<file path="src/rtl/uart_pkg.sv">
// Shared UART definitions used by both the transmitter and the receiver:
// one-hot state bit positions, the matching state encoding, and default
// framing parameters.
package uart_pkg;

    // One-hot bit positions inside the state register
    localparam int IDLE  = 0;
    localparam int START = 1;
    localparam int DATA  = 2;
    localparam int STOP  = 3;

    localparam int NUM_STATES = 4;

    // Default framing: 16x oversampling, 8 data bits
    localparam int OVERSAMPLE_DEF = 16;
    localparam int DATA_BITS_DEF  = 8;

    // One-hot state encoding built from the bit positions above
    typedef enum logic [NUM_STATES-1:0] {
        ST_IDLE  = NUM_STATES'(1 << IDLE),
        ST_START = NUM_STATES'(1 << START),
        ST_DATA  = NUM_STATES'(1 << DATA),
        ST_STOP  = NUM_STATES'(1 << STOP)
    } state_t;

endpackage

</file>
<file path="src/rtl/uart_tx.sv">
// UART transmitter: single-entry holding register feeding an 8N1 (or 8N2)
// shifter timed by the shared oversampling baud tick. A byte waiting in the
// holding register is started on the same edge the previous stop bit ends,
// so back-to-back frames have no idle gap.
module uart_tx
    import uart_pkg::*;
#(
    parameter int OVERSAMPLE = OVERSAMPLE_DEF,
    parameter int DATA_BITS  = DATA_BITS_DEF,
    parameter int STOP_BITS  = 1
) (
    input  logic                 clk,
    input  logic                 reset,
    input  logic                 brg_tick,
    input  logic [DATA_BITS-1:0] d,
    input  logic                 tx_write_tick,
    output logic                 tx,
    output logic                 tx_ready,
    output logic                 tx_done_tick,
    output logic                 tx_idle
);

    localparam int TICK_W = $clog2(OVERSAMPLE);
    localparam int BIT_W  = $clog2(DATA_BITS);

    localparam logic [TICK_W-1:0] TICK_LAST = TICK_W'(OVERSAMPLE - 1);
    localparam logic [BIT_W-1:0]  BIT_LAST  = BIT_W'(DATA_BITS - 1);
    localparam logic              STOP_LAST = 1'(STOP_BITS - 1);

    // Holding register
    logic [DATA_BITS-1:0] thr_q;
    logic                 thr_full_q;
    logic                 thr_full_d;
    logic                 ready_q;

    // Shifter and frame sequencing
    state_t               state_q;
    logic [DATA_BITS-1:0] shift_q;
    logic [TICK_W-1:0]    tick_cnt_q;
    logic [BIT_W-1:0]     bit_cnt_q;
    logic                 stop_cnt_q;
    logic                 tx_q;
    logic                 done_q;
    logic                 idle_q;

    // Decoded events for the current cycle
    logic bit_end;
    logic last_stop;
    logic frame_end;
    logic load;
    logic wr_accept;
    logic idle_next;

    // A bit period closes on the tick that finds the counter at its last value
    assign bit_end   = brg_tick && (tick_cnt_q == TICK_LAST);
    assign last_stop = (stop_cnt_q == STOP_LAST);
    assign frame_end = state_q[STOP] && bit_end && last_stop;

    // Transfer holding register into the shifter: from IDLE on any tick, or
    // straight out of the final stop bit when another byte is waiting
    assign load      = thr_full_q && ((state_q[IDLE] && brg_tick) || frame_end);

    // Writes only land in an empty holding register; others are dropped
    assign wr_accept = tx_write_tick && !thr_full_q;

    // Next holding-register flag; load and accepted write are mutually
    // exclusive because load needs the register full and a write needs it empty
    always_comb begin
        thr_full_d = thr_full_q;
        if (load) begin
            thr_full_d = 1'b0;
        end else if (wr_accept) begin
            thr_full_d = 1'b1;
        end
    end

    // Next value of tx_idle: the shifter is (or returns to) IDLE and the
    // holding register will be empty after this edge
    assign idle_next = ((state_q[IDLE] && !load) || (frame_end && !thr_full_q))
                       && !thr_full_d;

    // Holding register and its registered ready flag
    always_ff @(posedge clk or negedge reset) begin
        if (!reset) begin
            thr_q      <= '0;
            thr_full_q <= 1'b0;
            ready_q    <= 1'b1;
        end else begin
            thr_full_q <= thr_full_d;
            ready_q    <= !thr_full_d;
            if (wr_accept) begin
                thr_q <= d;
            end
        end
    end

    // Frame FSM: sequences start, data and stop bits and drives the line
    always_ff @(posedge clk or negedge reset) begin
        if (!reset) begin
            state_q    <= ST_IDLE;
            shift_q    <= '0;
            tick_cnt_q <= '0;
            bit_cnt_q  <= '0;
            stop_cnt_q <= 1'b0;
            tx_q       <= 1'b1;
            done_q     <= 1'b0;
            idle_q     <= 1'b1;
        end else begin
            done_q <= 1'b0;
            idle_q <= idle_next;

            unique case (state_q)
                ST_IDLE: begin
                    tx_q <= 1'b1;
                    if (load) begin
                        shift_q    <= thr_q;
                        tick_cnt_q <= '0;
                        tx_q       <= 1'b0;
                        state_q    <= ST_START;
                    end
                end

                ST_START: begin
                    if (brg_tick) begin
                        if (bit_end) begin
                            tick_cnt_q <= '0;
                            bit_cnt_q  <= '0;
                            tx_q       <= shift_q[0];
                            state_q    <= ST_DATA;
                        end else begin
                            tick_cnt_q <= tick_cnt_q + 1'b1;
                        end
                    end
                end

                ST_DATA: begin
                    if (brg_tick) begin
                        if (bit_end) begin
                            tick_cnt_q <= '0;
                            if (bit_cnt_q == BIT_LAST) begin
                                tx_q       <= 1'b1;
                                stop_cnt_q <= 1'b0;
                                state_q    <= ST_STOP;
                            end else begin
                                // Next bit is shift_q[1], which becomes bit 0 after the shift
                                shift_q   <= shift_q >> 1;
                                tx_q      <= shift_q[1];
                                bit_cnt_q <= bit_cnt_q + 1'b1;
                            end
                        end else begin
                            tick_cnt_q <= tick_cnt_q + 1'b1;
                        end
                    end
                end

                ST_STOP: begin
                    if (brg_tick) begin
                        if (bit_end) begin
                            tick_cnt_q <= '0;
                            if (last_stop) begin
                                done_q     <= 1'b1;
                                stop_cnt_q <= 1'b0;
                                if (load) begin
                                    shift_q <= thr_q;
                                    tx_q    <= 1'b0;
                                    state_q <= ST_START;
                                end else begin
                                    tx_q    <= 1'b1;
                                    state_q <= ST_IDLE;
                                end
                            end else begin
                                stop_cnt_q <= stop_cnt_q + 1'b1;
                            end
                        end else begin
                            tick_cnt_q <= tick_cnt_q + 1'b1;
                        end
                    end
                end

                default: begin
                    tx_q    <= 1'b1;
                    state_q <= ST_IDLE;
                end
            endcase
        end
    end

    assign tx           = tx_q;
    assign tx_ready     = ready_q;
    assign tx_done_tick = done_q;
    assign tx_idle      = idle_q;

endmodule
</file>
<file path="config.mk">
export PLATFORM = sky130hd
export DESIGN_NAME = uart_tx
export DESIGN_NICKNAME = d
export VERILOG_FILES = /design/src/rtl/uart_pkg.sv /design/src/rtl/uart_tx.sv
export SDC_FILE = /design/constraint.sdc
export NUM_CORES = 1
export LEC_CHECK = 0
export BUFFER_PORTS_ARGS = -buffer_cell sky130_fd_sc_hd__clkbuf_2
export CAP_MARGIN = 20
export CORE_MARGIN = 5
export CORE_UTILIZATION = 50
export DETAILED_ROUTE_END_ITERATION = 8
export PLACE_DENSITY = 0.66
export SLEW_MARGIN = 40
export SYNTH_ARGS = -nofsm -noshare
export SYNTH_HDL_FRONTEND = slang
export SYNTH_SLANG_ARGS = --single-unit
</file>
<file path="constraint.sdc">
create_clock -name clk -period 2.64 [get_ports clk]
set_input_delay 0.396 -clock clk [delete_from_list [all_inputs] [get_ports clk]]
set_output_delay 0.396 -clock clk [all_outputs]
set_load 0.01 [all_outputs]
</file>
==> results.md <==
| Step | Parameter | Value |
| --- | --- | --- |
| yosys | Net count after synthesis | 158 |
| pwr | Worst voltage drop across the vdd grid | 565 uV |
| yosys | Largest area contributor in the synthesized netlist | dfrtp_1 |
| worst setup path | Worst r2r src | tick_cnt_q[0] |
| cells and area | Antenna cell count | 0 |
| sta | Count of pins over their slew limit | 0 |
| cells and area | P&R area growth vs syn | 9.95% |
| worst setup path | CP Max Fanout | 8 |
| sta | Setup slack after layout | 0.394 ns |
| worst setup path | Req. time, crit path | 2.86 ns |
| route | DRT Wirelength | 3190 um |
| yosys | Total standard cell area after synthesis | 0.00167 mm^2 |
| yosys | Cell with the most instances after synthesis | dfrtp_1 |
| global route | Pin count of the biggest net entering global routing | 33 |
| cts | Later-pin clock latency in the skew report | 0.33 ns |
| cells and area | Number of cells in the finished layout apart from fillers | 205 |
| yosys | Async S/R FF share, synth | 1.00 |
| floorplanning | Row Count | 21 |
| sta | TNS Setup | 0 ns |
| floorplanning | Core Box Area | 0.00328 mm^2 |
| worst setup path | Reg2reg end | shift_q[3] |
| cts | Number of clock sinks | 32 |
| global route | Tot GR Track Use | 0.167 |
| sta | Final-report setup violation count | 0 |
| route | First drt pass iteration count | 4 |
| floorplanning | Die Outline Area | 0.00460 mm^2 |
| global route | Sum of overflow across all layers after global routing | 0 |
| global route | Antenna violations before repair | 0 |
| yosys | Post-synthesis sequential area ratio | 0.482 |
| pwr | P per Cell Area | 1120 mW/mm^2 |
| yosys | Post-Syn Area per Cell | 11.7 um^2 |
| sta | Setup repair after global routing missed its margin | false |
| route | Final routed DRC violation total | 0 |
| worst setup path | CP Launch Point | tick_cnt_q[0] |
| yosys | Register bit total from synthesis | 32 |
| worst setup path | Worst reg2reg path depth | 5 |
| route | Total via count after detailed routing | 1170 |
| placement | Post-place setup slack | 0.425 ns |
| worst setup path | CP Class | reg -> reg |
| global route | Wire length of the first global-routing pass | 5600 um |
| cts | Number of post-CTS setup repair buffers | 0 |
| sta | Clock Skew | 0.00834 ns |
| floorplanning | DIE WIDTH | 67.8 um |
| cts | Post-cts resize count | 0 |
| sta | Minimum clock period after layout | 2.25 ns |
| placement | I/O Buffers | 15 |
| sta | Final number of hold-violating endpoints | 0 |
| route | Vias per cell | 5.71 |
| route | Drt wl/cell | 15.6 um |
| sta | Ratio of final minimum period to clock period | 0.851 |
| placement | # placed instances | 197 |
| run status | Status | finished, final reports clean |
| run | Max cap viols | 0 |
| cts | Clock-pin slew on the worst setup and hold paths | 0.10 ns |
| sta | Max-slew headroom at the worst pin | 0.518 |
| cts | Number of buffers inserted by hold repair at cts | 0 |
| yosys | Synthesized netlist cell count | 143 |
| sta | Peak clock frequency supported by timing | 445 MHz |
| yosys | Synthesis Warnings | 0 |
| cells and area | Count of nets after finishing | 173 |
| yosys | Area contributors post-synth | dfrtp_1, mux2_2, dfstp_2 |
| pwr | Static Leakage | 0.832 nW |
| worst setup path | Crit path DAT | 2.47 ns |
| cts | Root Buffer | clkbuf_4 |
| worst setup path | Internal reg-to-reg setup slack | 0.39 ns |
| min path | Worst hold path type | in -> async |
| yosys | Number of enable-type register cells in the synthesized netlist | 0 |
| cts | Max clock buf depth | 2 |
| cts | Maximum level of the CTS H-tree | 2 |
| yosys | Synth top area share | 0.419 |
| route | DRC violation total after the first TritonRoute iteration | 105 |
| yosys | Distinct cells, synth | 44 |
| cts | Total clock buffers created by CTS | 5 |
| floorplanning | Effective utilization at floorplan | 0.509 |
| floorplanning | # IOs | 16 |
| placement | RD Place Congestion | 0.864 |
| cts | CTS tree | built |
| yosys | Cell types with the highest counts after synthesis | dfrtp_1, mux2_2, nand2_1 |
| global route | Number of global-route vias before repair | 1167 |
| yosys | Main flop type after synthesis | dfrtp_1 |
| pwr | Post-layout power | 0.00205 W |
| worst setup path | Startpoint type of the worst setup path | flop |
| worst setup path | Kind of end point of the critical path | flop |
| cells and area | Share of cells above drive strength 1 | 0.346 |
| floorplanning | Die Y-Extent | 67.8 um |
| route | Antenna viol nets, final | 0 |
| sta | Slew of the pin with the lowest slew margin | 0.722 ns |
| placement | DP HPWL | 2310 um |
## how the worst max path moves through the flow
stage / depth (start not counted) / end
finish: 5 / shift_q[3]
global route: 5 / shift_q[3]
CTS: 5 / shift_q[3]
detailed placement: 5 / shift_q[6]
global placement: 5 / shift_q[5]
floorplan: 6 / shift_q[0]
## stage by stage
stage               area (um^2)  hold slack (ns)   util
finish                     1840           0.0976  0.560
CTS                        1840            0.148  0.560
global placement           1770            0.465  0.539
detailed placement         1770            0.467  0.539
floorplan                  1670            0.100      -
global route               1840            0.140  0.560
## state kept, by name, summed over array words and instances, names as in the netlist
name,count
tx_idle,1
tx_ready,1
shift_q,8
tx_done_tick,1
tick_cnt_q,4
bit_cnt_q,3
thr_full_q,1
state_q,4
thr_q,8
tx,1
## critical path, stage by stage, from the launching register on
cell and delay (ns):
dfrtp_1 0.40, ha_1 0.23, nand4_1 0.31, a211oi_1 0.31
o32a_1 0.54, mux2_4 0.35
## per-layer routing
| metal | up-vias | share of wire | GRT usage |
|---|---|---|---|
| li1 | 555 | - | - |
| met1 | 575 | 0.43 | 0.205 |
| met2 | 33 | 0.51 | 0.270 |
| met3 | 7 | 0.044 | 0.0493 |
| met4 | 0 | 0.020 | 0.0769 |
| met5 | - | 0 | 0 |
## final cells by class
| type | count | area, um^2 |
|---|---|---|
| multi-input combinational | 100 | 812 |
| timing repair buffer | 16 | 82.6 |
| tap | 46 | 57.6 |
| sequential | 32 | 806 |
| fill | 297 | 1450 |
| clock buffer | 8 | 68.8 |
| inverter | 3 | 11.3 |
## kinds of logic after synthesis
| family | synth area share |
|---|---|
| flip-flops | 0.482 |
| multiplexers | 0.183 |
| AO/OA/AOI/OAI | 0.115 |
| XOR/XNOR | 0.0105 |
| adder cells (fa/ha/maj) | 0.0225 |
| buffers and inverters | 0.0322 |
| AND/OR/NAND/NOR | 0.155 |
## power by group
part	switching [W]	internal, W	leakage, nW	total, W
clock	0.000169	0.000157	0.0386	0.000326
sequential	0.000203	0.000708	0.394	0.000911
combinational	0.000351	0.000464	0.399	0.000815
## cell usage in the layout (no fill, tap or decap), drive strengths merged, types with 2 or more instances in the layout
cell type  instances
a21o               4
nor4               2
ha                 3
nor4b              4
nand2b             2
buf                2
nand3b             2
a22oi              2
nand2             10
dfstp              4
dfrtp             28
o21ai             10
nand4              2
clkbuf            22
nor3               3
mux2              24
nor2               7
inv                3
a21oi              5
(Power assumes the default switching activity.)
